File: config.mk
export PLATFORM = sky130hd
export DESIGN_NAME = he_lb_csr_resp
export DESIGN_NICKNAME = d
export VERILOG_FILES = /design/src/rtl/he_lb_csr_pkg.sv /design/src/rtl/he_lb_csr_resp.sv
export SDC_FILE = /design/constraint.sdc
export NUM_CORES = 2
export LEC_CHECK = 0
export ABC_AREA = 1
export CAP_MARGIN = 25
export CORE_AREA = 2 2 368 370
export CTS_BUF_LIST = sky130_fd_sc_hd__clkbuf_4 sky130_fd_sc_hd__clkbuf_8 sky130_fd_sc_hd__clkbuf_16
export CTS_CLUSTER_SIZE = 25
export DETAILED_ROUTE_END_ITERATION = 8
export DIE_AREA = 0 0 370 372
export PLACE_DENSITY = 0.63
export SLEW_MARGIN = 0
export SYNTH_ARGS = -nofsm -noshare
export SYNTH_HDL_FRONTEND = slang
export SYNTH_SLANG_ARGS = --single-unit
File: constraint.sdc
create_clock -name clk -period 2.6 [get_ports clk]
set_input_delay 0.52 -clock clk [delete_from_list [all_inputs] [get_ports clk]]
set_output_delay 0.52 -clock clk [all_outputs]
set_load 0.01 [all_outputs]
File: src/rtl/he_lb_csr_pkg.sv
// Host-exerciser loopback CSR map: offsets, FSM states and the decode/read-mux
// helpers shared by the MMIO responder.
package he_lb_csr_pkg;

   localparam logic [11:0] DFH          = 12'h000;
   localparam logic [11:0] ID_L         = 12'h008;
   localparam logic [11:0] ID_H         = 12'h010;
   localparam logic [11:0] SCRATCHPAD0  = 12'h100;
   localparam logic [11:0] SCRATCHPAD1  = 12'h104;
   localparam logic [11:0] SCRATCHPAD2  = 12'h108;
   localparam logic [11:0] DSM_BASEL    = 12'h110;
   localparam logic [11:0] DSM_BASEH    = 12'h114;
   localparam logic [11:0] SRC_ADDR     = 12'h120;
   localparam logic [11:0] DST_ADDR     = 12'h128;
   localparam logic [11:0] NUM_LINES    = 12'h130;
   localparam logic [11:0] CTL          = 12'h138;
   localparam logic [11:0] CFG          = 12'h140;
   localparam logic [11:0] INACT_THRESH = 12'h148;
   localparam logic [11:0] INTERRUPT0   = 12'h150;
   localparam logic [11:0] SWTEST_MSG   = 12'h158;
   localparam logic [11:0] STATUS0      = 12'h160;
   localparam logic [11:0] STATUS1      = 12'h168;
   localparam logic [11:0] ERROR        = 12'h170;
   localparam logic [11:0] STRIDE       = 12'h178;

   localparam int unsigned CTL_RST_N_BIT = 0;
   localparam int unsigned CTL_START_BIT = 1;
   localparam int unsigned CTL_STOP_BIT  = 2;

   typedef enum logic [1:0] {IDLE, RD_DEC, RD_RSP} state_t;

   typedef logic [8:0] qidx_t;

   // Every register seen as a 64-bit qword; 32-bit registers are paired.
   typedef struct packed {
      logic [63:0] dfh;
      logic [63:0] id_l;
      logic [63:0] id_h;
      logic [63:0] scratch01;
      logic [63:0] scratch2;
      logic [63:0] dsm;
      logic [63:0] src;
      logic [63:0] dst;
      logic [63:0] num;
      logic [63:0] ctl;
      logic [63:0] cfg;
      logic [63:0] inact;
      logic [63:0] intr;
      logic [63:0] swtest;
      logic [63:0] status0;
      logic [63:0] status1;
      logic [63:0] err;
      logic [63:0] stride;
   } csr_view_t;

   // Misaligned (non-dword) addresses are treated as outside the window.
   function automatic logic claimed(input logic [19:0] addr);
      return (addr[19:12] == 8'h00) && (addr[1:0] == 2'b00);
   endfunction

   function automatic logic [63:0] rd_qword(input qidx_t q, input csr_view_t v);
      logic [63:0] d;
      d = '0;
      case (q)
         DFH[11:3]:          d = v.dfh;
         ID_L[11:3]:         d = v.id_l;
         ID_H[11:3]:         d = v.id_h;
         SCRATCHPAD0[11:3]:  d = v.scratch01;
         SCRATCHPAD2[11:3]:  d = v.scratch2;
         DSM_BASEL[11:3]:    d = v.dsm;
         SRC_ADDR[11:3]:     d = v.src;
         DST_ADDR[11:3]:     d = v.dst;
         NUM_LINES[11:3]:    d = v.num;
         CTL[11:3]:          d = v.ctl;
         CFG[11:3]:          d = v.cfg;
         INACT_THRESH[11:3]: d = v.inact;
         INTERRUPT0[11:3]:   d = v.intr;
         SWTEST_MSG[11:3]:   d = v.swtest;
         STATUS0[11:3]:      d = v.status0;
         STATUS1[11:3]:      d = v.status1;
         ERROR[11:3]:        d = v.err;
         STRIDE[11:3]:       d = v.stride;
         default:            d = '0;
      endcase
      return d;
   endfunction

   function automatic logic [63:0] rd_data(input qidx_t q, input logic dw, input logic hi,
                                           input csr_view_t v);
      logic [63:0] w;
      logic [31:0] h;
      w = rd_qword(q, v);
      h = hi ? w[63:32] : w[31:0];
      return dw ? {h, h} : w;
   endfunction

   function automatic logic [63:0] wr_mask(input logic dw, input logic hi);
      if (!dw) return '1;
      return hi ? {32'hFFFF_FFFF, 32'h0} : {32'h0, 32'hFFFF_FFFF};
   endfunction

   function automatic logic [63:0] wr_align(input logic dw, input logic [63:0] wdata);
      return dw ? {wdata[31:0], wdata[31:0]} : wdata;
   endfunction

   function automatic logic [63:0] merge(input logic [63:0] old, input logic [63:0] nv,
                                         input logic [63:0] mask);
      return (old & ~mask) | (nv & mask);
   endfunction

   function automatic logic wr_locked(input qidx_t q);
      return (q == SRC_ADDR[11:3]) || (q == DST_ADDR[11:3]) || (q == NUM_LINES[11:3]) ||
             (q == CFG[11:3]) || (q == STRIDE[11:3]);
   endfunction

endpackage

File: src/rtl/he_lb_csr_resp.sv
// MMIO responder for the he_lb CSR map: register writes commit on acceptance,
// reads return registered data with tag echo two cycles after acceptance.
module he_lb_csr_resp
   import he_lb_csr_pkg::*;
#(
   parameter logic [63:0] DFH_VALUE  = 64'h1000_0000_0000_0000,
   parameter logic [63:0] ID_L_VALUE = 64'h0,
   parameter logic [63:0] ID_H_VALUE = 64'h0,
   parameter int unsigned TAG_W      = 10
) (
   input  logic             clk,
   input  logic             rst_n,
   input  logic             mmio_req_valid,
   output logic             mmio_req_ready,
   input  logic             mmio_req_write,
   input  logic             mmio_req_dw,
   input  logic [19:0]      mmio_req_addr,
   input  logic [63:0]      mmio_req_wdata,
   input  logic [TAG_W-1:0] mmio_req_tag,
   output logic             mmio_rsp_valid,
   input  logic             mmio_rsp_ready,
   output logic [63:0]      mmio_rsp_data,
   output logic [TAG_W-1:0] mmio_rsp_tag,
   input  logic             eng_busy,
   input  logic [63:0]      eng_status0,
   input  logic [63:0]      eng_status1,
   input  logic [63:0]      eng_err_set,
   output logic [63:0]      cfg_src_addr,
   output logic [63:0]      cfg_dst_addr,
   output logic [63:0]      cfg_num_lines,
   output logic [63:0]      cfg_cfg,
   output logic [63:0]      cfg_inact_thresh,
   output logic [63:0]      cfg_interrupt0,
   output logic [63:0]      cfg_swtest_msg,
   output logic [63:0]      cfg_stride,
   output logic [63:0]      cfg_dsm_base,
   output logic             eng_rst_n,
   output logic             eng_start,
   output logic             eng_stop
);

   logic [31:0] sp0, sp1, sp2, dsm_l, dsm_h;
   logic [63:0] src, dst, num, cfg, inact, intr, swtest, stride, err;
   logic        ctl_rst_n;

   state_t           state;
   logic [19:0]      rd_addr;
   logic             rd_dw;
   logic [TAG_W-1:0] rd_tag;

   logic        accept, wr_en, wr_ok, lo_en, hi_en;
   qidx_t       wq;
   logic [63:0] wmask, wval, err_clr;
   csr_view_t   view;

   always_comb begin
      accept  = mmio_req_valid && mmio_req_ready;
      wr_en   = accept && mmio_req_write && claimed(mmio_req_addr);
      wq      = mmio_req_addr[11:3];
      wmask   = wr_mask(mmio_req_dw, mmio_req_addr[2]);
      wval    = wr_align(mmio_req_dw, mmio_req_wdata);
      lo_en   = wmask[0];
      hi_en   = wmask[32];
      wr_ok   = wr_en && !(eng_busy && wr_locked(wq));
      err_clr = (wr_en && wq == ERROR[11:3]) ? (wval & wmask) : '0;
   end

   always_comb begin
      view           = '0;
      view.dfh       = DFH_VALUE;
      view.id_l      = ID_L_VALUE;
      view.id_h      = ID_H_VALUE;
      view.scratch01 = {sp1, sp0};
      view.scratch2  = {32'h0, sp2};
      view.dsm       = {dsm_h, dsm_l};
      view.src       = src;
      view.dst       = dst;
      view.num       = num;
      view.ctl       = {63'h0, ctl_rst_n};
      view.cfg       = cfg;
      view.inact     = inact;
      view.intr      = intr;
      view.swtest    = swtest;
      view.status0   = eng_status0;
      view.status1   = eng_status1;
      view.err       = err;
      view.stride    = stride;
   end

   always_ff @(posedge clk or negedge rst_n) begin
      if (!rst_n) begin
         sp0       <= '0;
         sp1       <= '0;
         sp2       <= '0;
         dsm_l     <= '0;
         dsm_h     <= '0;
         src       <= '0;
         dst       <= '0;
         num       <= '0;
         cfg       <= '0;
         inact     <= '0;
         intr      <= '0;
         swtest    <= '0;
         stride    <= '0;
         err       <= '0;
         ctl_rst_n <= 1'b0;
         eng_start <= 1'b0;
         eng_stop  <= 1'b0;
      end else begin
         eng_start <= 1'b0;
         eng_stop  <= 1'b0;
         // Set strobes are applied after the clear so set wins on the same bit.
         err       <= (err & ~err_clr) | eng_err_set;
         if (wr_ok) begin
            case (wq)
               SCRATCHPAD0[11:3]: begin
                  if (lo_en) sp0 <= wval[31:0];
                  if (hi_en) sp1 <= wval[63:32];
               end
               SCRATCHPAD2[11:3]: if (lo_en) sp2 <= wval[31:0];
               DSM_BASEL[11:3]: begin
                  if (lo_en) dsm_l <= wval[31:0];
                  if (hi_en) dsm_h <= wval[63:32];
               end
               SRC_ADDR[11:3]:     src    <= merge(src, wval, wmask);
               DST_ADDR[11:3]:     dst    <= merge(dst, wval, wmask);
               NUM_LINES[11:3]:    num    <= merge(num, wval, wmask);
               CFG[11:3]:          cfg    <= merge(cfg, wval, wmask);
               INACT_THRESH[11:3]: inact  <= merge(inact, wval, wmask);
               INTERRUPT0[11:3]:   intr   <= merge(intr, wval, wmask);
               SWTEST_MSG[11:3]:   swtest <= merge(swtest, wval, wmask);
               STRIDE[11:3]:       stride <= merge(stride, wval, wmask);
               CTL[11:3]: begin
                  if (lo_en) begin
                     ctl_rst_n <= wval[CTL_RST_N_BIT];
                     eng_start <= wval[CTL_START_BIT];
                     eng_stop  <= wval[CTL_STOP_BIT];
                  end
               end
               default: ;
            endcase
         end
      end
   end

   always_ff @(posedge clk or negedge rst_n) begin
      if (!rst_n) begin
         state          <= IDLE;
         mmio_req_ready <= 1'b0;
         mmio_rsp_valid <= 1'b0;
         mmio_rsp_data  <= '0;
         mmio_rsp_tag   <= '0;
         rd_addr        <= '0;
         rd_dw          <= 1'b0;
         rd_tag         <= '0;
      end else begin
         case (state)
            IDLE: begin
               mmio_req_ready <= 1'b1;
               if (accept && !mmio_req_write) begin
                  rd_addr        <= mmio_req_addr;
                  rd_dw          <= mmio_req_dw;
                  rd_tag         <= mmio_req_tag;
                  mmio_req_ready <= 1'b0;
                  state          <= RD_DEC;
               end
            end
            RD_DEC: begin
               mmio_rsp_data  <= claimed(rd_addr) ? rd_data(rd_addr[11:3], rd_dw, rd_addr[2], view) : '0;
               mmio_rsp_tag   <= rd_tag;
               mmio_rsp_valid <= 1'b1;
               state          <= RD_RSP;
            end
            RD_RSP: begin
               if (mmio_rsp_ready) begin
                  mmio_rsp_valid <= 1'b0;
                  mmio_req_ready <= 1'b1;
                  state          <= IDLE;
               end
            end
            default: begin
               mmio_rsp_valid <= 1'b0;
               mmio_req_ready <= 1'b0;
               state          <= IDLE;
            end
         endcase
      end
   end

   assign cfg_src_addr     = src;
   assign cfg_dst_addr     = dst;
   assign cfg_num_lines    = num;
   assign cfg_cfg          = cfg;
   assign cfg_inact_thresh = inact;
   assign cfg_interrupt0   = intr;
   assign cfg_swtest_msg   = swtest;
   assign cfg_stride       = stride;
   assign cfg_dsm_base     = {dsm_h, dsm_l};
   assign eng_rst_n        = ctl_rst_n;

endmodule

# Word level (Yosys, flattened, before mapping)
# Index checks and enable logic that the tools add are counted.
# totals
regBits	848
output_inout_bits	655
input_bits	293
# op_classes
bitwise_logic	23
eq_ne	32
reduce_logical	39
mux	22
# ops
op	count
$pmux W64 S16	1
$and A64 B64 Y64	10
$or A64 B64 Y64	9
$mux W64	6
$eq A9 B6 Y1 const B	28
$not A64 Y64	2
$mux W32	1
$reduce_and A2 Y1	12
$reduce_and A3 Y1	6
$logic_not A8 Y1	2
$logic_and A1 B1 Y1	9
$logic_not A9 Y1	1
$mux W1	9
$logic_not A2 Y1	3
$pmux W1 S3	2
$pmux W2 S3	1
$logic_or A1 B1 Y1	4
$mux W2	2
$ne A2 B2 Y1 const B	2
$eq A2 B1 Y1 const B	1
$eq A2 B2 Y1 const B	1
$logic_not A1 Y1	2
$not A1 Y1	2

# Depth between registers and ports, before layout
# logic_depth
word_depth	9
mapped_depth	16
ltp_nobuf	14

# Worst setup path before layout
# OpenSTA, ideal clock, no wires.
# synth_timing
path_kind	input port to flip-flop
start	input port mmio_req_addr[13]
end	register dsm_h[3]
arrival_ns	1.856
stages	8
required_time_ns	2.455
path_slack_ns	0.600
path_buffers	2
setup_ns	0.145
path_cell_list	nor4_1 nand4_1 nor2_4 buf_6 nand4_2 clkbuf_1 nand2_1 o21ai_0
# synth_via
elab_chain_cells	5
# synth_lines
element	line_no	rtl
from (decl)	he_lb_csr_resp.sv:17	input logic [19:0] mmio_req_addr,
$logic_not A8 Y1	he_lb_csr_pkg.sv:58	return (addr[19:12] == 8'h00) && (addr[1:0] == 2'b00);
$logic_and A1 B1 Y1	he_lb_csr_pkg.sv:58	
$logic_and A1 B1 Y1	he_lb_csr_resp.sv:58	wr_en = accept && mmio_req_write && claimed(mmio_req_addr);
$logic_and A1 B1 Y1	he_lb_csr_resp.sv:64	wr_ok = wr_en && !(eng_busy && wr_locked(wq));
$reduce_and A3 Y1 (no line)	-	
to (signal assigned)	he_lb_csr_resp.sv:123	if (hi_en) dsm_h <= wval[63:32];
to (decl)	he_lb_csr_resp.sv:42	logic [31:0] sp0, sp1, sp2, dsm_l, dsm_h;
# No other way between the ends.
# A chain may end at the register's enable or synchronous reset.

# Worst setup path in the final report
# layout_timing
start	register rd_addr[3]
end	register mmio_rsp_data[13]
# layout_via
elab_chain_cells	5
# layout_lines
element	line_no	rtl
from (decl)	he_lb_csr_resp.sv:47	logic [19:0] rd_addr;
from (signal assigned)	he_lb_csr_resp.sv:161	rd_addr <= mmio_req_addr;
$eq A9 B6 Y1 / $logic_not A9 Y1 (equally long branches)	he_lb_csr_pkg.sv:64	case (q)
$pmux W64 S16 (*)	he_lb_csr_pkg.sv:64	
$mux W32	he_lb_csr_pkg.sv:93	h = hi ? w[63:32] : w[31:0];
$mux W64 (*)	he_lb_csr_pkg.sv:94	return dw ? {h, h} : w;
$mux W64 (*)	he_lb_csr_resp.sv:169	mmio_rsp_data <= claimed(rd_addr) ? rd_data(rd_addr[11:3], rd_dw, rd_addr[2], view) : '0;
to (signal assigned)	he_lb_csr_resp.sv:169	
to (decl)	he_lb_csr_resp.sv:22	output logic [63:0] mmio_rsp_data,
# Mark *: on every way between the ends. The rest lies on a longest branch, timed or not.

==> results by group <==
Status
  • Status: finished with violations
  • Failing checks: setup timing

Die
  • Die area: 138000 um^2
  • Die width: 370 um
  • Initial core utilization: 34.2%
  • Ports: 948
  • Vert. Die Dim: 372 um
  • Std cell rows: 135
  • Core area: 134000 um^2

Yosys
  • Area share of the largest cell type after synthesis: 46.2%
  • Post-Synthesis Cells: 6452
  • Synth Cell Area: 45900 um^2
  • Syn Nets: 6745
  • Yosys top cell by area: dfrtp_1
  • YS warnings: 0
  • Seq/Total Area, Yosys: 46.2%
  • Area contributors post-synth: dfrtp_1, nand2_1, o21ai_0
  • Post-synthesis cell type count: 27
  • Register bit total from synthesis: 848
  • Avg Inst Size Synth: 7.12 um^2

Global route
  • Overall Global Routing Usage: 38.7%
  • Initial antenna violation count: 28
  • Largest net degree at the start of global routing: 95
  • Vias in the first global route: 50325
  • Congestion Overflow GR: 0
  • First-pass GRT wire length: 380 mm

STA
  • Slew @ Worst Pin: 0.949 ns
  • # setup viols final: 1
  • Setup_tns: -0.0165 ns
  • Tcrit/Tclk final: 101%
  • Minimum clock period: 2.62 ns
  • Pins over their slew limit: 0
  • RSZ-0062 raised after global routing: true
  • Hold Vio Cnt, Final: 0
  • Clk_skew: 0.0366 ns
  • Fmax: 382 MHz
  • Setup ws final: -0.0165 ns
  • Relative slew slack: 36.0%

Drt
  • Vias per inst: 5.74
  • Post-route ant nets: 0
  • Pre-antenna DRT Iters: 7
  • Total routed wirelength: 277 mm
  • Residual DRC count: 0
  • Starting DRC count in detailed routing: 7701
  • Drt wl/cell: 29.3 um
  • Via total after detailed routing: 54364

Critical path
  • Max incr delay on CP: 0.45 ns
  • Worst setup SP type: flip-flop
  • Critical path data arrival time: 3.22 ns
  • Crit path required time: 3.20 ns
  • Crit. End Element: flip-flop
  • Buf/Inv on CP: 3
  • Critical-path top delay cell: dfrtp_1
  • Crit path kind: flip-flop to flip-flop
  • Cells along the critical path: inv_2, nand2_1, nor2_4, nand3_2, buf_12, buf_12, nor2_1, nor2_1, nand2_1, nor2_2, nand3_1, nand2_1, nand2_1, nand2_1, nand2_1
  • Worst Path Max Fanout: 13
  • Critical path's top delay family: simple AND/OR/NAND/NOR gates
  • Crit-path most repeated cell: nand2_1

Placed design
  • # port buffers: 947
  • RePlAce Congestion: 1.05
  • Post-DP HPWL: 208 mm
  • Post-place instance area: 61900 um^2

Clock tree
  • CTS buffer count: 98
  • # clock sinks: 848
  • H-tree levels: 3
  • Clk buf depth: 3
  • Clock transition at path regs: 0.06 ns
  • CTS tree: yes
  • Clock Latency Late Sink: 0.75 ns
  • Root Buffer: clkbuf_16

Power and ir drop
  • PD cells: 654 nW/um^2
  • LEAKAGE: 31.7 nW
  • Max IR drop VDD: 0.527 mV
  • Total power: 43.2 mW

Finish
  • Multi-input gate area: 21400 um^2
  • Final Util: 49.2%
  • Finished Cell Area: 66000 um^2
  • Commonest non-fill, non-tap cell in the layout: nand2_1
  • P&R area growth vs syn: 43.8%
  • Fill cells: 13181
  • Most frequent cells in the layout: nand2_1, clkdlybuf4s50_1, dfrtp_1
  • Ratio of cells with drive above 1 in the final layout: 11.3%
  • Layout Nets: 7887
  • Register area: 21200 um^2

Job
  • Max-Cap Viols: 0

Min path
  • Worst Hold Class: primary input to flip-flop
[logic make-up (layout without fill, tap and decap cells)]
logic type | count (synthesis) | after routing | share of synthesized area, %
flops | 848 | 848 | 46.2
buf+inv | 935 | 2158 | 8.10
simple gates | 3754 | 3754 | 35.7
compound gates | 915 | 915 | 9.99
other cells | 0 | 9 | 0
[stage by stage]
step / std cells / hold slack [ns] / setup WS (ns)
after floorplan: 6452 / 0.224 / 0.600
after global placement: 9237 / 0.457 / -0.186
after detailed placement: 9237 / 0.461 / -0.186
after CTS: 9426 / 0.261 / -0.0480
after global routing: 9462 / 0.311 / -0.0752
final: 9465 / 0.300 / -0.0165
[power by group]
group	total, mW	internal (mW)	switching [mW]
combinational	14.5	4.64	9.90
sequential	13.9	13.6	0.287
clock	14.8	8.43	6.36
[worst min-delay path: stages]
cell,delay [ns]
clkdlybuf4s50_1,0.39
inv_1,0.05
nand2_1,0.05
[synth_stat cells (all sizes together)]
| cell | count |
|---|---|
| nor2 | 559 |
| nor3 | 5 |
| nand4 | 499 |
| o21ai | 870 |
| inv | 462 |
| o21bai | 3 |
| and3 | 2 |
| buf | 186 |
| nand3 | 635 |
| dfrtp | 848 |
| nor4 | 11 |
| a21oi | 42 |
| nand2 | 2043 |
| clkbuf | 287 |
[area by class of cell]
class / instances / area share, %
clock inverter: 57 / 0.953
sequential: 848 / 32.1
clock buffer: 124 / 4.15
multi-input combinational: 4669 / 32.5
antenna: 9 / 0.0341
timing repair buffer: 1515 / 24.2
tap: 1781 / 3.38
inverter: 462 / 2.64
[worst paths after layout]
check,startpoint,endpoint,slack (ns),depth (start not counted)
worst max-delay path,rd_addr[3],mmio_rsp_data[13],-0.02,15
worst min-delay path,eng_err_set[16],err[16],0.30,3
worst max register to register,rd_addr[3],mmio_rsp_data[13],-0.02,15
worst min register to register,rd_tag[9],mmio_rsp_tag[9],0.47,2
max in group asynchronous,rst_n,asynchronous set/reset pin,1.29,3
min in group asynchronous,rst_n,asynchronous set/reset pin,0.37,2
[routing by layer]
metal | vias up | track usage, % | share of wire [%]
li1 | 23611 | - | -
met1 | 26086 | 47.9 | 37
met2 | 3735 | 58.6 | 43
met3 | 900 | 10.5 | 11
met4 | 32 | 27.0 | 8.3
met5 | - | 0 | 0.068
[timing repair]
action                                  4_1_cts  5_1_grt
gates resized for setup                      19       62
pin swaps                                     5        8
cloned                                        0        7
hold buffers                                  1        0
endpoints found under the setup margin       33       62
endpoints found under the hold margin        19        0
buffers inserted                              7       24
(Power assumes the default switching activity.)
